$ cat src/rtl/rst_seq_pkg.sv
// Shared types and constants for the reset sequencer: FSM states, default
// parameters and the shared-counter width helper.
package rst_seq_pkg;

  typedef enum logic [1:0] {
    ASSERT  = 2'd0,
    RELEASE = 2'd1,
    GAP     = 2'd2,
    RUN     = 2'd3
  } state_t;

  localparam int DEF_NUM_DOMAINS    = 2;
  localparam int DEF_ASSERT_CYCLES  = 16;
  localparam int DEF_RELEASE_GAP    = 8;
  localparam int DEF_TIMEOUT_CYCLES = 64;

  // One counter serves every timed state, so it is sized for the longest interval.
  function automatic int cnt_width(input int a, input int r, input int t);
    int m;
    m = a;
    if (r > m) m = r;
    if (t > m) m = t;
    return $clog2(m) + 1;
  endfunction

endpackage

$ cat src/rtl/rst_seq_bit_sync.sv
// Two-flop synchronizer, parameterised width, with synchronous active-high clear.
// Latency: two i_clk edges from i_d to o_q.
module bit_sync #(
  parameter int WIDTH = 1
) (
  input  logic             i_clk,
  input  logic             i_clr,
  input  logic [WIDTH-1:0] i_d,
  output logic [WIDTH-1:0] o_q
);

  logic [WIDTH-1:0] r_meta;
  logic [WIDTH-1:0] r_sync;

  always_ff @(posedge i_clk) begin
    if (i_clr) begin
      r_meta <= '0;
      r_sync <= '0;
    end else begin
      r_meta <= i_d;
      r_sync <= r_meta;
    end
  end

  assign o_q = r_sync;

endmodule

$ cat src/rtl/rst_seq.sv
// Reset sequencer: holds every domain in reset, then releases them in index
// order, waiting for each synchronized ready (or a timeout) before the next.
module rst_seq
  import rst_seq_pkg::*;
#(
  parameter int NUM_DOMAINS    = DEF_NUM_DOMAINS,
  parameter int ASSERT_CYCLES  = DEF_ASSERT_CYCLES,
  parameter int RELEASE_GAP    = DEF_RELEASE_GAP,
  parameter int TIMEOUT_CYCLES = DEF_TIMEOUT_CYCLES
) (
  input  logic                   i_clk,
  input  logic                   i_rst,
  input  logic                   i_sw_rst_req,
  output logic                   o_sw_rst_ack,
  input  logic [NUM_DOMAINS-1:0] i_dom_rdy,
  output logic [NUM_DOMAINS-1:0] o_dom_rst_n,
  output logic                   o_all_ready,
  output logic                   o_busy,
  output logic                   o_timeout_err
);

  localparam int CW = cnt_width(ASSERT_CYCLES, RELEASE_GAP, TIMEOUT_CYCLES);
  localparam int IW = (NUM_DOMAINS > 1) ? $clog2(NUM_DOMAINS) : 1;

  localparam logic [CW-1:0] ASSERT_LAST  = CW'(ASSERT_CYCLES - 1);
  localparam logic [CW-1:0] TIMEOUT_LAST = CW'(TIMEOUT_CYCLES - 1);
  // A zero gap still spends one cycle in GAP.
  localparam logic [CW-1:0] GAP_LAST     = CW'((RELEASE_GAP == 0) ? 0 : RELEASE_GAP - 1);
  localparam logic [IW-1:0] LAST_IDX     = IW'(NUM_DOMAINS - 1);

  state_t                 r_state;
  logic [CW-1:0]          r_cnt;
  logic [IW-1:0]          r_idx;
  logic [NUM_DOMAINS-1:0] r_dom_rst_n;
  logic                   r_sw_rst_ack;
  logic                   r_all_ready;
  logic                   r_busy;
  logic                   r_timeout_err;

  logic [NUM_DOMAINS-1:0] w_rdy_s;
  logic [CW-1:0]          w_cnt_inc;
  logic [IW-1:0]          w_idx_nxt;
  logic                   w_rdy_cur;
  logic                   w_all_rdy;

  bit_sync #(
    .WIDTH (NUM_DOMAINS)
  ) u_rdy_sync (
    .i_clk (i_clk),
    .i_clr (i_rst),
    .i_d   (i_dom_rdy),
    .o_q   (w_rdy_s)
  );

  assign w_cnt_inc = (r_cnt == {CW{1'b1}}) ? r_cnt : r_cnt + CW'(1);
  assign w_idx_nxt = r_idx + IW'(1);
  assign w_rdy_cur = w_rdy_s[r_idx];
  assign w_all_rdy = &w_rdy_s;

  always_ff @(posedge i_clk) begin
    if (i_rst) begin
      r_state       <= ASSERT;
      r_cnt         <= '0;
      r_idx         <= '0;
      r_dom_rst_n   <= '0;
      r_sw_rst_ack  <= 1'b0;
      r_all_ready   <= 1'b0;
      r_busy        <= 1'b1;
      r_timeout_err <= 1'b0;
    end else begin
      r_sw_rst_ack <= 1'b0;
      case (r_state)
        ASSERT: begin
          r_dom_rst_n <= '0;
          r_all_ready <= 1'b0;
          r_busy      <= 1'b1;
          if (r_cnt == ASSERT_LAST) begin
            r_state            <= RELEASE;
            r_cnt              <= '0;
            r_dom_rst_n[r_idx] <= 1'b1;
          end else begin
            r_cnt <= w_cnt_inc;
          end
        end

        RELEASE: begin
          // Ready is tested first so it wins over a coincident timeout.
          if (w_rdy_cur) begin
            r_state <= GAP;
            r_cnt   <= '0;
          end else if (r_cnt == TIMEOUT_LAST) begin
            r_state       <= GAP;
            r_cnt         <= '0;
            r_timeout_err <= 1'b1;
          end else begin
            r_cnt <= w_cnt_inc;
          end
        end

        GAP: begin
          if (r_cnt == GAP_LAST) begin
            r_cnt <= '0;
            if (r_idx == LAST_IDX) begin
              r_state     <= RUN;
              r_busy      <= 1'b0;
              r_all_ready <= w_all_rdy;
            end else begin
              r_state                <= RELEASE;
              r_idx                  <= w_idx_nxt;
              r_dom_rst_n[w_idx_nxt] <= 1'b1;
            end
          end else begin
            r_cnt <= w_cnt_inc;
          end
        end

        RUN: begin
          if (i_sw_rst_req) begin
            r_state       <= ASSERT;
            r_cnt         <= '0;
            r_idx         <= '0;
            r_dom_rst_n   <= '0;
            r_sw_rst_ack  <= 1'b1;
            r_all_ready   <= 1'b0;
            r_busy        <= 1'b1;
            r_timeout_err <= 1'b0;
          end else begin
            r_all_ready <= w_all_rdy;
          end
        end

        default: begin
          r_state <= ASSERT;
          r_cnt   <= '0;
          r_idx   <= '0;
        end
      endcase
    end
  end

  assign o_dom_rst_n   = r_dom_rst_n;
  assign o_sw_rst_ack  = r_sw_rst_ack;
  assign o_all_ready   = r_all_ready;
  assign o_busy        = r_busy;
  assign o_timeout_err = r_timeout_err;

endmodule

$ cat config.mk
export PLATFORM = sky130hd
export DESIGN_NAME = rst_seq
export DESIGN_NICKNAME = d
export VERILOG_FILES = /design/src/rtl/rst_seq_pkg.sv /design/src/rtl/rst_seq_bit_sync.sv /design/src/rtl/rst_seq.sv
export SDC_FILE = /design/constraint.sdc
export NUM_CORES = 1
export LEC_CHECK = 0
export CORE_ASPECT_RATIO = 1.1
export CORE_MARGIN = 1
export CORE_UTILIZATION = 37
export DETAILED_ROUTE_END_ITERATION = 8
export MAX_ROUTING_LAYER = met4
export SLEW_MARGIN = 20
export SYNTH_ARGS = -nofsm -noshare
export SYNTH_HDL_FRONTEND = slang
export SYNTH_SLANG_ARGS = --single-unit
export TNS_END_PERCENT = 20
$ cat constraint.sdc
create_clock -name i_clk -period 2.2 [get_ports i_clk]
set_clock_uncertainty 0.1 [all_clocks]
set_input_delay 0.22 -clock i_clk [delete_from_list [all_inputs] [get_ports i_clk]]
set_output_delay 0.22 -clock i_clk [all_outputs]
set_load 0.005 [all_outputs]
# == After elaboration in Yosys (flattened, before gate mapping) ==
# Index checks and enable logic that the tools add are counted.
# word_totals
register_bits,20
in_bits,5
output_inout_bits,6
wordCells,87
# op_classes
add_sub_neg,2
n_lt_le_gt_ge,4
n_eq_ne,15
muxes,40
n_bitwise,2
n_reduce_logical,14
# ops
op,n
two-way mux 7 bit,6
case mux 7 bit (4 select lines),1
two-way mux 2 bit,9
two-way mux 1 bit,16
AND reduction 4 bit,4
"inequality test 2 bit, second input constant",7
case mux 2 bit (4 select lines),1
"adder 7 x 1 -> 7 bit, second input constant",1
"equality test 7 x 3 -> 1 bit, second input constant",1
"equality test 7 x 4 -> 1 bit, second input constant",1
"equality test 7 x 6 -> 1 bit, second input constant",1
"equality test 7 bit, second input constant",1
case mux 1 bit (3 select lines),2
case mux 2 bit (3 select lines),1
AND reduction 3 bit,2
"equality test 2 bit, second input constant",2
"less-than comparator 1 x 2 -> 1 bit, second input constant",2
case mux 1 bit (2 select lines),2
nonzero test 2 bit,2
"inequality test 3 bit, second input constant",1
nonzero test 3 bit,1
demux 1 bit (select 1 bit),2
"equality test 2 x 1 -> 1 bit, second input constant",1
">= comparator 1 bit, second input constant",2
other kinds (7),8

# == Depth between registers and ports, before layout ==
# logic_depth
word_depth,9
mapped_depth,6
mapped_depth_nobuf,5

# == Hierarchy ==
# From an unflattened synthesis, not the netlist that was laid out.
# unflattened
cells_unflattened,106
area_unflattened_um2,947.2
# modules_own_cells
module,n_inst,cells_each,area_each_um2,seq_area_each_um2
rst_seq,1,98,842.1,320.3
bit_sync,1,8,105.1,80.1

# == Worst setup path before layout ==
# No wires, ideal clock.
# synth_timing
path_type,reg2reg
start,register r_cnt[0]
end,register r_cnt[4]
setup_ns,0.133
t_arrival_ns,1.398
required_time_ns,1.967
setup_slack_ns,0.569
path_stages_with_launch,6
path_buffers,0
period_less_slack_ns,1.631
path_cell_list,dfxtp_1 -> ha_1 -> and3_2 -> nand4_1 -> a211oi_2 -> nor4_2
# synth_via
elab_chain_len,5
word_cells_on_any_way,11
classes_between,add/sub: 1; eq/ne: 4; mux: 6
# synth_lines
element,line_no,rtl
start: declaration,rst_seq.sv:32,logic [CW-1:0] r_cnt;
start signal: assignment,rst_seq.sv:82,r_cnt <= w_cnt_inc;
start signal: assignment,rst_seq.sv:96,r_cnt <= w_cnt_inc;
start signal: assignment,rst_seq.sv:113,r_cnt <= w_cnt_inc;
adder 7 x 1 -> 7 bit or equality test 7 bit (tied branches),rst_seq.sv:55,assign w_cnt_inc = (r_cnt == {CW{1'b1}}) ? r_cnt : r_cnt + CW'(1);
two-way mux 7 bit,rst_seq.sv:55,
two-way mux 7 bit,rst_seq.sv:91,end else if (r_cnt == TIMEOUT_LAST) begin
two-way mux 7 bit,rst_seq.sv:88,if (w_rdy_cur) begin
case mux 7 bit (4 select lines) *,rst_seq.sv:72,case (r_state)
# Mark *: on every way between the ends. The rest lies on a longest branch, timed or not.
# A chain may end at the register's enable or synchronous reset.

# == Final worst setup path ==
# layout_timing
start,register r_cnt[1]
end,register r_cnt[1]
# Same word-level chain as after synthesis.

==> results.py <==
metrics = {
    "run_status": {
        "status": "completed",
    },
    "global_route": {
        "overflow": 0,
        "grt_start_max_net_pins": 17,
        "grt_antenna_before_repair": 0,
        "grt_pass1_wl_um": 3800,
        "grt_use_total_pct": 17.5,
        "first_global_vias": 885,
    },
    "timing": {
        "slew_headroom_pct": 67.5,
        "maxClockFrequency_mhz": 531,
        "rsz0062_at_grt": "false",
        "hold_viol_final": 0,
        "final.setup.tns_ns": 0,
        "fin_crit_sh_pct": 85.6,
        "setup_viol": 0,
        "worst_pin_slew_ns": 0.487,
        "maxSlewViolCount": 0,
        "fin_crit_ns": 1.88,
    },
    "route": {
        "dr.pass1.iters": 3,
        "routed_wl_um": 2190,
        "wl_met3_um": 40,
        "wl_met1_um": 1030,
        "ant_nets": 0,
        "drtIter0Drc": 8,
        "drt-vias-per-instance": 5.58,
        "wl_met2_um": 1060,
        "top_layer_used": "met4",
        "drc": 0,
        "wl_per_cell_um": 13.5,
        "num_vias": 904,
    },
    "critical_path": {
        "slowest_delay_ns": 0.50,
        "crit_path_top_delay_cell": "a211oi_2",
        "r2r_start": "r_cnt[1]$_SDFFE_PP0N_",
        "crit_fanout": 6,
        "critPathTopFamily": "simple AND/OR/NAND/NOR gates",
        "reg2reg_slack_ns": 0.32,
        "cp_data_arrival_time_ns": 1.95,
        "worstPathRequired_ns": 2.27,
        "crit_path_end_kind": "register",
        "reg2reg_to": "r_cnt[1]$_SDFFE_PP0N_",
        "cp_num_buf_inv": 0,
        "critPathKind": "register to register",
        "path_cells": "ha_1, and3_2, nand4_1, a211oi_2, nor3_1",
        "reg2regPathDepth": 5,
        "critPathLaunchType": "register",
    },
    "cells_and_area": {
        "ff_latch_area_um2": 400,
        "fin_util_pct": 46.8,
        "antenna_cells": 0,
        "layout_commonest_cell": "dfxtp_1",
        "n_fill_cell": 259,
        "layout_common_cells": "dfxtp_1 (20), nand2_1 (11), clkdlybuf4s50_1 (10)",
        "multiInputGateArea_um2": 599,
        "area_growth_pct": 15.1,
        "final_nets": 139,
        "drive_gt1_share_pct": 13.7,
    },
    "power_and_ir_drop": {
        "ir_drop_mv": 0.378,
        "power.density_nw_per_um2": 482,
        "leakagePower_nw": 0.441,
    },
    "hold_path": {
        "hold_class": "register to register",
        "holdPathStages": 1,
        "min_to": "u_rdy_sync.o_q[0]$_SDFF_PP0_",
        "min_from": "u_rdy_sync.r_meta[0]$_SDFF_PP0_",
    },
    "floorplan": {
        "dieArea_um2": 3070,
        "core_area_um2": 2590,
        "die_w_um": 52.9,
        "io_pins": 11,
        "die_y_um": 58,
        "std_cell_rows": 19,
        "initial_core_util_pct": 40.7,
    },
    "synthesis": {
        "synthArstFlopShare_pct": 0,
        "synth_top_cell_area_share_pct": 38.0,
        "synth_ff_type": "dfxtp_1",
        "ys_types": 40,
        "synth-edff-count": 0,
        "synth_area_leaders": "dfxtp_1 (38%), nor2b_1 (4.2%), nand2_1 (3.9%)",
        "synth_seq_cells": 20,
        "ys_warn_count": 0,
        "syn_nets": 127,
        "yosysTopAreaCell": "dfxtp_1",
        "synthCells": 121,
        "syn_area_per_cell_um2": 8.72,
        "syn_area_um2": 1050,
        "seq_area_frac_synth_pct": 38.0,
    },
    "cts": {
        "post-cts-setup-buffers": 0,
        "cts_root_buffer": "clkbuf_4",
        "cts_max_path_buffers": 2,
        "clock-sinks": 20,
        "clock_latency_ns": 0.29,
        "tritoncts": "yes",
        "htree_levels": 1,
        "cts_resized": 0,
        "clkTransAtPathRegs_ns": 0.10,
        "numCtsBuffers": 3,
        "ctsHoldBuffers": 0,
    },
    "placement": {
        "place_hpwl_um": 1630,
        "finalWeightedCongestion": 0.786,
        "port_buffers": 10,
    },
    "flow_run": {
        "drv_cap": 0,
    },
}
## worst max-delay path by stage
stage	startpoint	endpoint	slack, ns	depth (start not counted)
2_1_floorplan	r_cnt[0]$_SDFFE_PP0N_	r_cnt[4]$_SDFFE_PP0N_	0.57	5
3_3_place_gp	r_cnt[0]$_SDFFE_PP0N_	r_cnt[4]$_SDFFE_PP0N_	0.37	5
3_5_place_dp	r_cnt[1]$_SDFFE_PP0N_	r_cnt[1]$_SDFFE_PP0N_	0.34	5
4_1_cts	r_cnt[1]$_SDFFE_PP0N_	r_cnt[1]$_SDFFE_PP0N_	0.32	5
5_1_grt	r_cnt[0]$_SDFFE_PP0N_	r_cnt[5]$_SDFFE_PP0N_	0.15	5
6_report	r_cnt[1]$_SDFFE_PP0N_	r_cnt[1]$_SDFFE_PP0N_	0.32	5
## kinds of logic (layout without fill, tap and decap cells)
family          after synthesis  in the layout  synth area share (%)
simple gates                 55             55                  31.2
xor+xnor                      4              4                  3.32
fa+ha+maj                     1              1                  1.19
mux                           3              3                  3.32
buf+inv                      12             22                  5.22
flops                        20             20                  38.0
compound gates               26             26                  17.8
## power breakdown
part	internal (W)	switching, W	leakage, nW
registers	0.000370	0.00000668	0.163
logic	0.0000207	0.0000208	0.265
clock network	0.0000637	0.000103	0.0138
total	0.000455	0.000131	0.441
## worst reg2reg max path, stage by stage, from the launching register on
cell and delay [ns]:
dfxtp_1 0.38, ha_1 0.26, and3_2 0.26, nand4_1 0.14, a211oi_2 0.50, nor3_1 0.11
## sequential cells by signal (all words and copies together), names as in the netlist
name               cells
r_cnt                  7
o_dom_rst_n            2
r_state                2
u_rdy_sync.o_q         2
u_rdy_sync.r_meta      2
o_all_ready            1
o_busy                 1
o_sw_rst_ack           1
o_timeout_err          1
r_idx                  1
## layout make-up
cell class	count	area share [%]
Inverter	4	1.24
Tap cell	31	3.20
Clock buffer	3	1.86
Timing Repair Buffer	15	11.3
Sequential cell	20	33.0
Multi-Input combinational cell	89	49.4
## metal layers
metal / up-vias / track usage, %
met5: - / -
met4: 0 / 10.5
met3: 6 / 2.36
met2: 10 / 27.5
met1: 425 / 20.9
li1: 463 / -
## per-stage QoR
step | total power, W | hold slack [ns] | instances | setup WS (ns) | cell area (um^2)
after global routing | 0.000618 | 0.359 | 162 | 0.152 | 1210
final | 0.000585 | 0.352 | 162 | 0.317 | 1210
after floorplan | 0.000409 | 0.192 | 121 | 0.569 | 1050
after global placement | 0.000426 | 0.324 | 159 | 0.367 | 1190
after detailed placement | 0.000427 | 0.333 | 159 | 0.344 | 1190
after CTS | 0.000593 | 0.357 | 162 | 0.324 | 1210
## cells in the mapped netlist, types with 2 or more instances
| library cell | count |
|---|---|
| o211ai_1 | 3 |
| nand4b_1 | 2 |
| nor2b_1 | 7 |
| nor2_1 | 6 |
| a21oi_1 | 5 |
| a311oi_1 | 2 |
| nand2b_1 | 3 |
| inv_1 | 4 |
| a32o_1 | 2 |
| o21ai_0 | 4 |
| clkbuf_1 | 2 |
| buf_2 | 5 |
| mux2i_1 | 2 |
| nor3_1 | 7 |
| nand2_1 | 11 |
| dfxtp_1 | 20 |
| a31oi_1 | 3 |
| and3_1 | 3 |
| xor2_1 | 4 |
| nand4_1 | 2 |
| nand3_1 | 4 |
| or2_2 | 2 |
(Power assumes the default switching activity.)
